$ cat config.mk
export PLATFORM = sky130hd
export DESIGN_NAME = buffer_arbiter
export DESIGN_NICKNAME = d
export VERILOG_FILES = /design/src/rtl/usb_buf_pkg.sv /design/src/rtl/arb_watchdog.sv /design/src/rtl/buffer_arbiter.sv
export SDC_FILE = /design/constraint.sdc
export NUM_CORES = 1
export LEC_CHECK = 0
export CAP_MARGIN = 5
export CORE_AREA = 2 2 39 41
export CTS_CLUSTER_SIZE = 24
export DETAILED_ROUTE_END_ITERATION = 8
export DIE_AREA = 0 0 41 43
export GPL_TIMING_DRIVEN = 1
export HOLD_SLACK_MARGIN = 0.15
export PLACE_DENSITY = 0.87
export SETUP_SLACK_MARGIN = 0.3
export SYNTH_ARGS = -nofsm -noshare
export SYNTH_HDL_FRONTEND = slang
export SYNTH_SLANG_ARGS = --single-unit
$ cat constraint.sdc
create_clock -name clk -period 3.65 [get_ports clk]
set_input_delay 0.5475 -clock clk [delete_from_list [all_inputs] [get_ports clk]]
set_output_delay 0.5475 -clock clk [all_outputs]
set_load 0.1 [all_outputs]
$ cat src/rtl/usb_buf_pkg.sv
// Shared types and constants for the endpoint buffer arbiter.
// Owner-state encoding, buffer geometry and the AHB write-fit helper.
package usb_buf_pkg;

    typedef enum logic [2:0] {
        ST_IDLE    = 3'd0,
        ST_AHB_OWN = 3'd1,
        ST_RX_OWN  = 3'd2,
        ST_TX_OWN  = 3'd3,
        ST_FLUSH   = 3'd4
    } arb_state_t;

    localparam int unsigned BUF_DEPTH     = 64;
    localparam int unsigned RX_WORD_BYTES = 4;

    // Evaluated at 8 bits so a full buffer plus a 4-byte write cannot wrap.
    function automatic logic ahb_store_fits(input logic [6:0] occ,
                                            input logic [1:0] size_m1,
                                            input logic [7:0] depth);
        return (({1'b0, occ} + {6'b0, size_m1} + 8'd1) <= depth);
    endfunction

endpackage

$ cat src/rtl/arb_watchdog.sv
// Loadable idle up-counter with clear and terminal-count flag; used to
// bound AHB buffer ownership when BUFFER_ARB_WDOG_EN is defined.
module arb_watchdog #(
    parameter int unsigned WDOG_CYCLES = 255,
    parameter int unsigned CNT_W       = 8
) (
    input  logic             clk,
    input  logic             n_rst,
    input  logic             clr,
    input  logic             load,
    input  logic [CNT_W-1:0] load_val,
    input  logic             en,
    output logic [CNT_W-1:0] count,
    output logic             tc
);

    logic [CNT_W-1:0] count_r;

    // Terminal count fires on the WDOG_CYCLES-th consecutive enabled cycle.
    assign tc    = en & (count_r == CNT_W'(WDOG_CYCLES - 1));
    assign count = count_r;

    // Idle cycle counter; saturates at terminal count.
    always_ff @(posedge clk or negedge n_rst) begin
        if (!n_rst) begin
            count_r <= {CNT_W{1'b0}};
        end else if (clr) begin
            count_r <= {CNT_W{1'b0}};
        end else if (load) begin
            count_r <= load_val;
        end else if (en && !tc) begin
            count_r <= count_r + {{(CNT_W-1){1'b0}}, 1'b1};
        end
    end

endmodule

$ cat src/rtl/buffer_arbiter.sv
// Ownership controller for the 64-byte endpoint buffer shared by AHB, RX and TX.
// Optional AHB idle-ownership watchdog: define BUFFER_ARB_WDOG_EN.
module buffer_arbiter
    import usb_buf_pkg::*;
#(
    parameter int unsigned DEPTH       = BUF_DEPTH,
    parameter int unsigned WDOG_CYCLES = 255
) (
    input  logic       clk,
    input  logic       n_rst,
    input  logic       clear_req,
    input  logic       ahb_req,
    input  logic       ahb_store,
    input  logic       ahb_get,
    input  logic [1:0] ahb_data_size,
    input  logic       rx_active,
    input  logic       rx_store,
    input  logic       tx_active,
    input  logic       tx_get,
    input  logic [6:0] buffer_occupancy,
    output logic       buffer_reserved,
    output logic       clear,
    output logic       store_tx_data,
    output logic       get_rx_data,
    output logic       store_rx_packet_data,
    output logic       get_tx_packet_data,
    output logic       ahb_grant,
    output logic       ahb_stall,
    output logic       rx_overflow,
    output logic       tx_underrun
);

    arb_state_t state_r;
    arb_state_t next_s;
    logic       rx_overflow_r;
    logic       tx_underrun_r;

    logic [7:0] depth8_s;
    logic       ahb_own_s, rx_own_s, tx_own_s, flush_s;
    logic       rx_room_s, tx_avail_s, store_fit_s, get_avail_s;
    logic       rx_block_s, tx_block_s;
    logic       ahb_legal_s;
    logic       wdog_tc_s;

    assign depth8_s    = 8'(DEPTH);
    assign ahb_own_s   = (state_r == ST_AHB_OWN);
    assign rx_own_s    = (state_r == ST_RX_OWN);
    assign tx_own_s    = (state_r == ST_TX_OWN);
    assign flush_s     = (state_r == ST_FLUSH);

    assign rx_room_s   = ({1'b0, buffer_occupancy} < depth8_s);
    assign tx_avail_s  = (buffer_occupancy != 7'd0);
    assign store_fit_s = ahb_store_fits(buffer_occupancy, ahb_data_size, depth8_s);
    assign get_avail_s = (buffer_occupancy >= 7'(RX_WORD_BYTES));

    assign store_rx_packet_data = rx_store & rx_own_s & rx_room_s;
    assign get_tx_packet_data   = tx_get & tx_own_s & tx_avail_s;
    assign rx_block_s           = rx_store & rx_own_s & ~rx_room_s;
    assign tx_block_s           = tx_get & tx_own_s & ~tx_avail_s;

    // A simultaneous store takes the cycle, so the get is never legal alongside it.
    assign store_tx_data = ahb_store & ahb_own_s & store_fit_s;
    assign get_rx_data   = ahb_get & ~ahb_store & ahb_own_s & get_avail_s;
    assign ahb_legal_s   = ahb_store ? (store_fit_s & ~ahb_get) : get_avail_s;
    assign ahb_stall     = (ahb_store | ahb_get) & ~(ahb_own_s & ahb_legal_s);

    assign ahb_grant       = ahb_own_s;
    assign buffer_reserved = ahb_own_s;
    assign clear           = flush_s;
    assign rx_overflow     = rx_overflow_r;
    assign tx_underrun     = tx_underrun_r;

`ifdef BUFFER_ARB_WDOG_EN
    localparam int unsigned WDOG_W = $clog2(WDOG_CYCLES + 1);

    logic [WDOG_W-1:0] wdog_count_s;
    logic              wdog_idle_s;

    assign wdog_idle_s = ahb_own_s & ~ahb_store & ~ahb_get;

    arb_watchdog #(
        .WDOG_CYCLES(WDOG_CYCLES),
        .CNT_W      (WDOG_W)
    ) u_wdog (
        .clk     (clk),
        .n_rst   (n_rst),
        .clr     (~wdog_idle_s),
        .load    (1'b0),
        .load_val({WDOG_W{1'b0}}),
        .en      (wdog_idle_s),
        .count   (wdog_count_s),
        .tc      (wdog_tc_s)
    );
`else
    assign wdog_tc_s = 1'b0;
`endif

    // Next-owner selection; owners always pass back through IDLE.
    always_comb begin
        next_s = state_r;
        if (clear_req && (state_r != ST_FLUSH)) begin
            next_s = ST_FLUSH;
        end else begin
            case (state_r)
                ST_IDLE: begin
                    if (rx_active)      next_s = ST_RX_OWN;
                    else if (tx_active) next_s = ST_TX_OWN;
                    else if (ahb_req)   next_s = ST_AHB_OWN;
                    else                next_s = ST_IDLE;
                end
                ST_AHB_OWN: begin
                    if (!ahb_req || wdog_tc_s) next_s = ST_IDLE;
                    else                       next_s = ST_AHB_OWN;
                end
                ST_RX_OWN: begin
                    if (!rx_active) next_s = ST_IDLE;
                    else            next_s = ST_RX_OWN;
                end
                ST_TX_OWN: begin
                    if (!tx_active) next_s = ST_IDLE;
                    else            next_s = ST_TX_OWN;
                end
                ST_FLUSH: next_s = ST_IDLE;
                default:  next_s = ST_IDLE;
            endcase
        end
    end

    // State register and sticky error flags, wiped at the end of a flush.
    always_ff @(posedge clk or negedge n_rst) begin
        if (!n_rst) begin
            state_r       <= ST_IDLE;
            rx_overflow_r <= 1'b0;
            tx_underrun_r <= 1'b0;
        end else begin
            state_r <= next_s;
            if (flush_s) begin
                rx_overflow_r <= 1'b0;
                tx_underrun_r <= 1'b0;
            end else begin
                if (rx_block_s) rx_overflow_r <= 1'b1;
                if (tx_block_s) tx_underrun_r <= 1'b1;
            end
        end
    end

endmodule

==> impl_results.md <==
- Run status: finished clean
- Max VDD drop: 0.0001750 V
- Sw Pwr: about 100 uW
- Reg2Reg Depth: 4
- Via/cell ratio: 5.179
- Fraction of registers with async set/reset: 100.0%
- Startpoint types: input pin
- Average size of a mapped cell: 9.459 sq um
- CTS Buf Count: 3
- Vias in the first global route: ~470
- Global router's overall resource usage: between 10% and 20%
- Total Wirelength: around 1100 um
- Crit path DAT: approximately 2.2 ns
- Worst reg2reg startpoint: state_r[0]
- Setup CP Type: in2out
- Gpl congestion: around 0.68
- R2r endpoint: state_r[0]
- Placed insts: a little over 90
- Timing-limited maximum frequency: 361.0 MHz
- DPL Wire Length: ~950 um
- Worst-margin pin slew: between 0.9 and 1 ns
- Syn Inst Count: 50
- Initial antenna violation count: 0
- Post-CTS sizing: 0
- Number of synthesized register bits: 5
- Drt pass-1 iters: 2
- Final hold violation count: 0
- Die area: about 1800 sq um
- Min Clock Period, post-route: around 2.8 ns
- Sequential area share after synthesis: 26.46%
- Req. time, crit path: 3.10 ns
- Layout Skew: 0.001568 ns
- Clock sinks: 5
- Final TNS setup: 0 ns
- Number of max-cap violations: 0
- # IOs: 29
- Root Buffer: clkbuf_4
- ANT cells: 0
- Die W: ~40 um
- Starting Density: about 34%
- Vias: ~500
- Share of cells above drive strength 1: roughly 24%
- Overflow after GRT: 0
- TritonCTS clock tree: done
- Hold_buf cts: 0
- Drt wl/cell: ~12 um
- Post-CTS setup repair buffer count: 0
- Comb pwr share: a little under half
- P_int: 144.6 uW
- Synth warn: 0
- Worst setup startpoint: buffer_occupancy[0]
- Area Overhead vs Synth: 62.70%
- Clock power share: 25.7%
- Row cnt: 14
- R2r setup slk: about 2.4 ns
- Setup violators final: 0
- Slew Viols, Final: 0
- Post-route ant nets: 0
- Filler instances: 138
- Max_slew headroom: between 30% and 40%
- Top_reg_cell synth: dfrtp_1
- Buffers on Ports: 28
- Final period util: 75.89%
- CP Max Fanout: 2
- Post-synth EDFFs: 0
- Nets: between 100 and 150
- CP Capture Type: primary output
- First-pass GRT wire length: approximately 1800 um
- H-tree depth: 1
- Library cells used by synthesis: 33
- Clock Pin Slew Worst Setup and Hold Paths: approximately 0.04 ns
- Clock Path Buffers: 2
- DRT iter0 DRCs: 1
- RSZ-0062 raised after global routing: no
- Core Area: 1384 sq um
- Hold Path Class: in2async
- DIE HEIGHT: roughly 43 um
- Largest net degree at the start of global routing: 11
- Final Util: 55.61%
- Residual DRC: 0
- Power per cell area: around 320 nW/um^2
- Post-Synthesis Net Count: between 70 and 80
- Seq pwr share: 28.4%
- Finished Layout Cells: 95
- Worst-skew pair later-pin latency: roughly 0.24 ns
- Mapped Area: ~470 sq um
- Leak Pwr: 0.0003250 uW
- Switching Share: a little over two fifths
==> Yosys cell counts (2+ instances only) <==
| cell type | number | area share (%) |
|---|---|---|
| and4_1 | 2 | 3.7 |
| dfrtp_1 | 5 | 26 |
| ha_1 | 2 | 5.3 |
| inv_1 | 2 | 1.6 |
| nand2_1 | 3 | 2.4 |
| nand3_1 | 3 | 3.2 |
| nor2_1 | 2 | 1.6 |
| nor2b_1 | 3 | 4.0 |
| nor3_1 | 2 | 2.1 |
| o21ai_0 | 3 | 3.2 |
==> stage by stage <==
stage | setup WS (ns) | total power [uW] | hold WS [ns] | area, sq um
floorplan | 0.3373 | 147.6 | 0.2519 | 484.2
global placement | 0.9096 | 184.3 | 0.5363 | 743.2
detailed placement | 0.8699 | 185.7 | 0.5269 | 743.2
CTS | 0.8703 | 252.5 | 0.5257 | 769.5
global route | 0.8013 | 259.7 | 0.5501 | 769.5
finish | 0.8802 | 248.2 | 0.5239 | 769.5
==> cell usage in the layout (no fill, tap or decap), types with 2 or more instances in the layout <==
master and instances:
buf_4 7, clkdlybuf4s50_1 20, nor2b_1 3, nor3_1 2, nor2_1 2, nand3_1 3
dfrtp_1 5, nand2_1 3, ha_1 2, and4_1 2, clkbuf_4 3, inv_1 2
o21ai_0 3
==> worst max path at each step <==
stage,end,slack [ns],depth (start not counted)
after global placement,ahb_stall,0.91,8
after CTS,ahb_stall,0.87,8
after floorplan,get_tx_packet_data,0.34,4
final,ahb_stall,0.88,8
after detailed placement,ahb_stall,0.87,8
after global routing,ahb_stall,0.80,8
==> power groups by stage <==
stage / registers [uW] / clock network (uW) / logic, uW
finish: 70.4 / 63.8 / 114
global route: 72.3 / 67.5 / 120
floorplan: 88.6 / 0 / 59.0
global placement: 71.1 / 0 / 113
detailed placement: 71.2 / 0 / 114
CTS: 70.4 / 67.2 / 115
==> per-layer routing <==
metal	vias to the layer above	global-route usage, %	part of all wire (%)
li1	245	-	-
met1	218	17.49	36
met2	27	21.88	45
met3	2	3.665	17
met4	0	8.000	1.5
met5	-	0	0
==> sequential cells by signal (all words and copies together), names as in the netlist <==
signal,count
state_r,3
rx_overflow,1
tx_underrun,1
==> final cells by class <==
type	count	area [sq um]	share of cell area (%)
tap	16	20.02	2.602
inverter	3	11.26	1.463
timing repair buffer	28	272.8	35.45
multi-input combinational	39	314.1	40.81
clock buffer	4	26.28	3.415
sequential	5	125.1	16.26
==> critical path, cell delays in order <==
cell and delay [ns]:
clkdlybuf4s50_1 0.49, inv_1 0.05, ha_1 0.28, and4b_1 0.21
a21bo_1 0.20, nand4b_1 0.09, a22o_1 0.17, buf_12 0.18
==> kinds of logic (layout without fill, tap and decap cells) <==
| family | Yosys count | in the layout | synth area share, % |
|---|---|---|---|
| AND/OR/NAND/NOR | 24 | 24 | 36.51 |
| AO/OA/AOI/OAI | 12 | 12 | 19.84 |
| multiplexers | 1 | 1 | 2.381 |
| buffers and inverters | 6 | 35 | 9.523 |
| flip-flops | 5 | 5 | 26.46 |
| adder cells (fa/ha/maj) | 2 | 2 | 5.290 |
No activity file was read; power rests on OpenSTA's default activity.
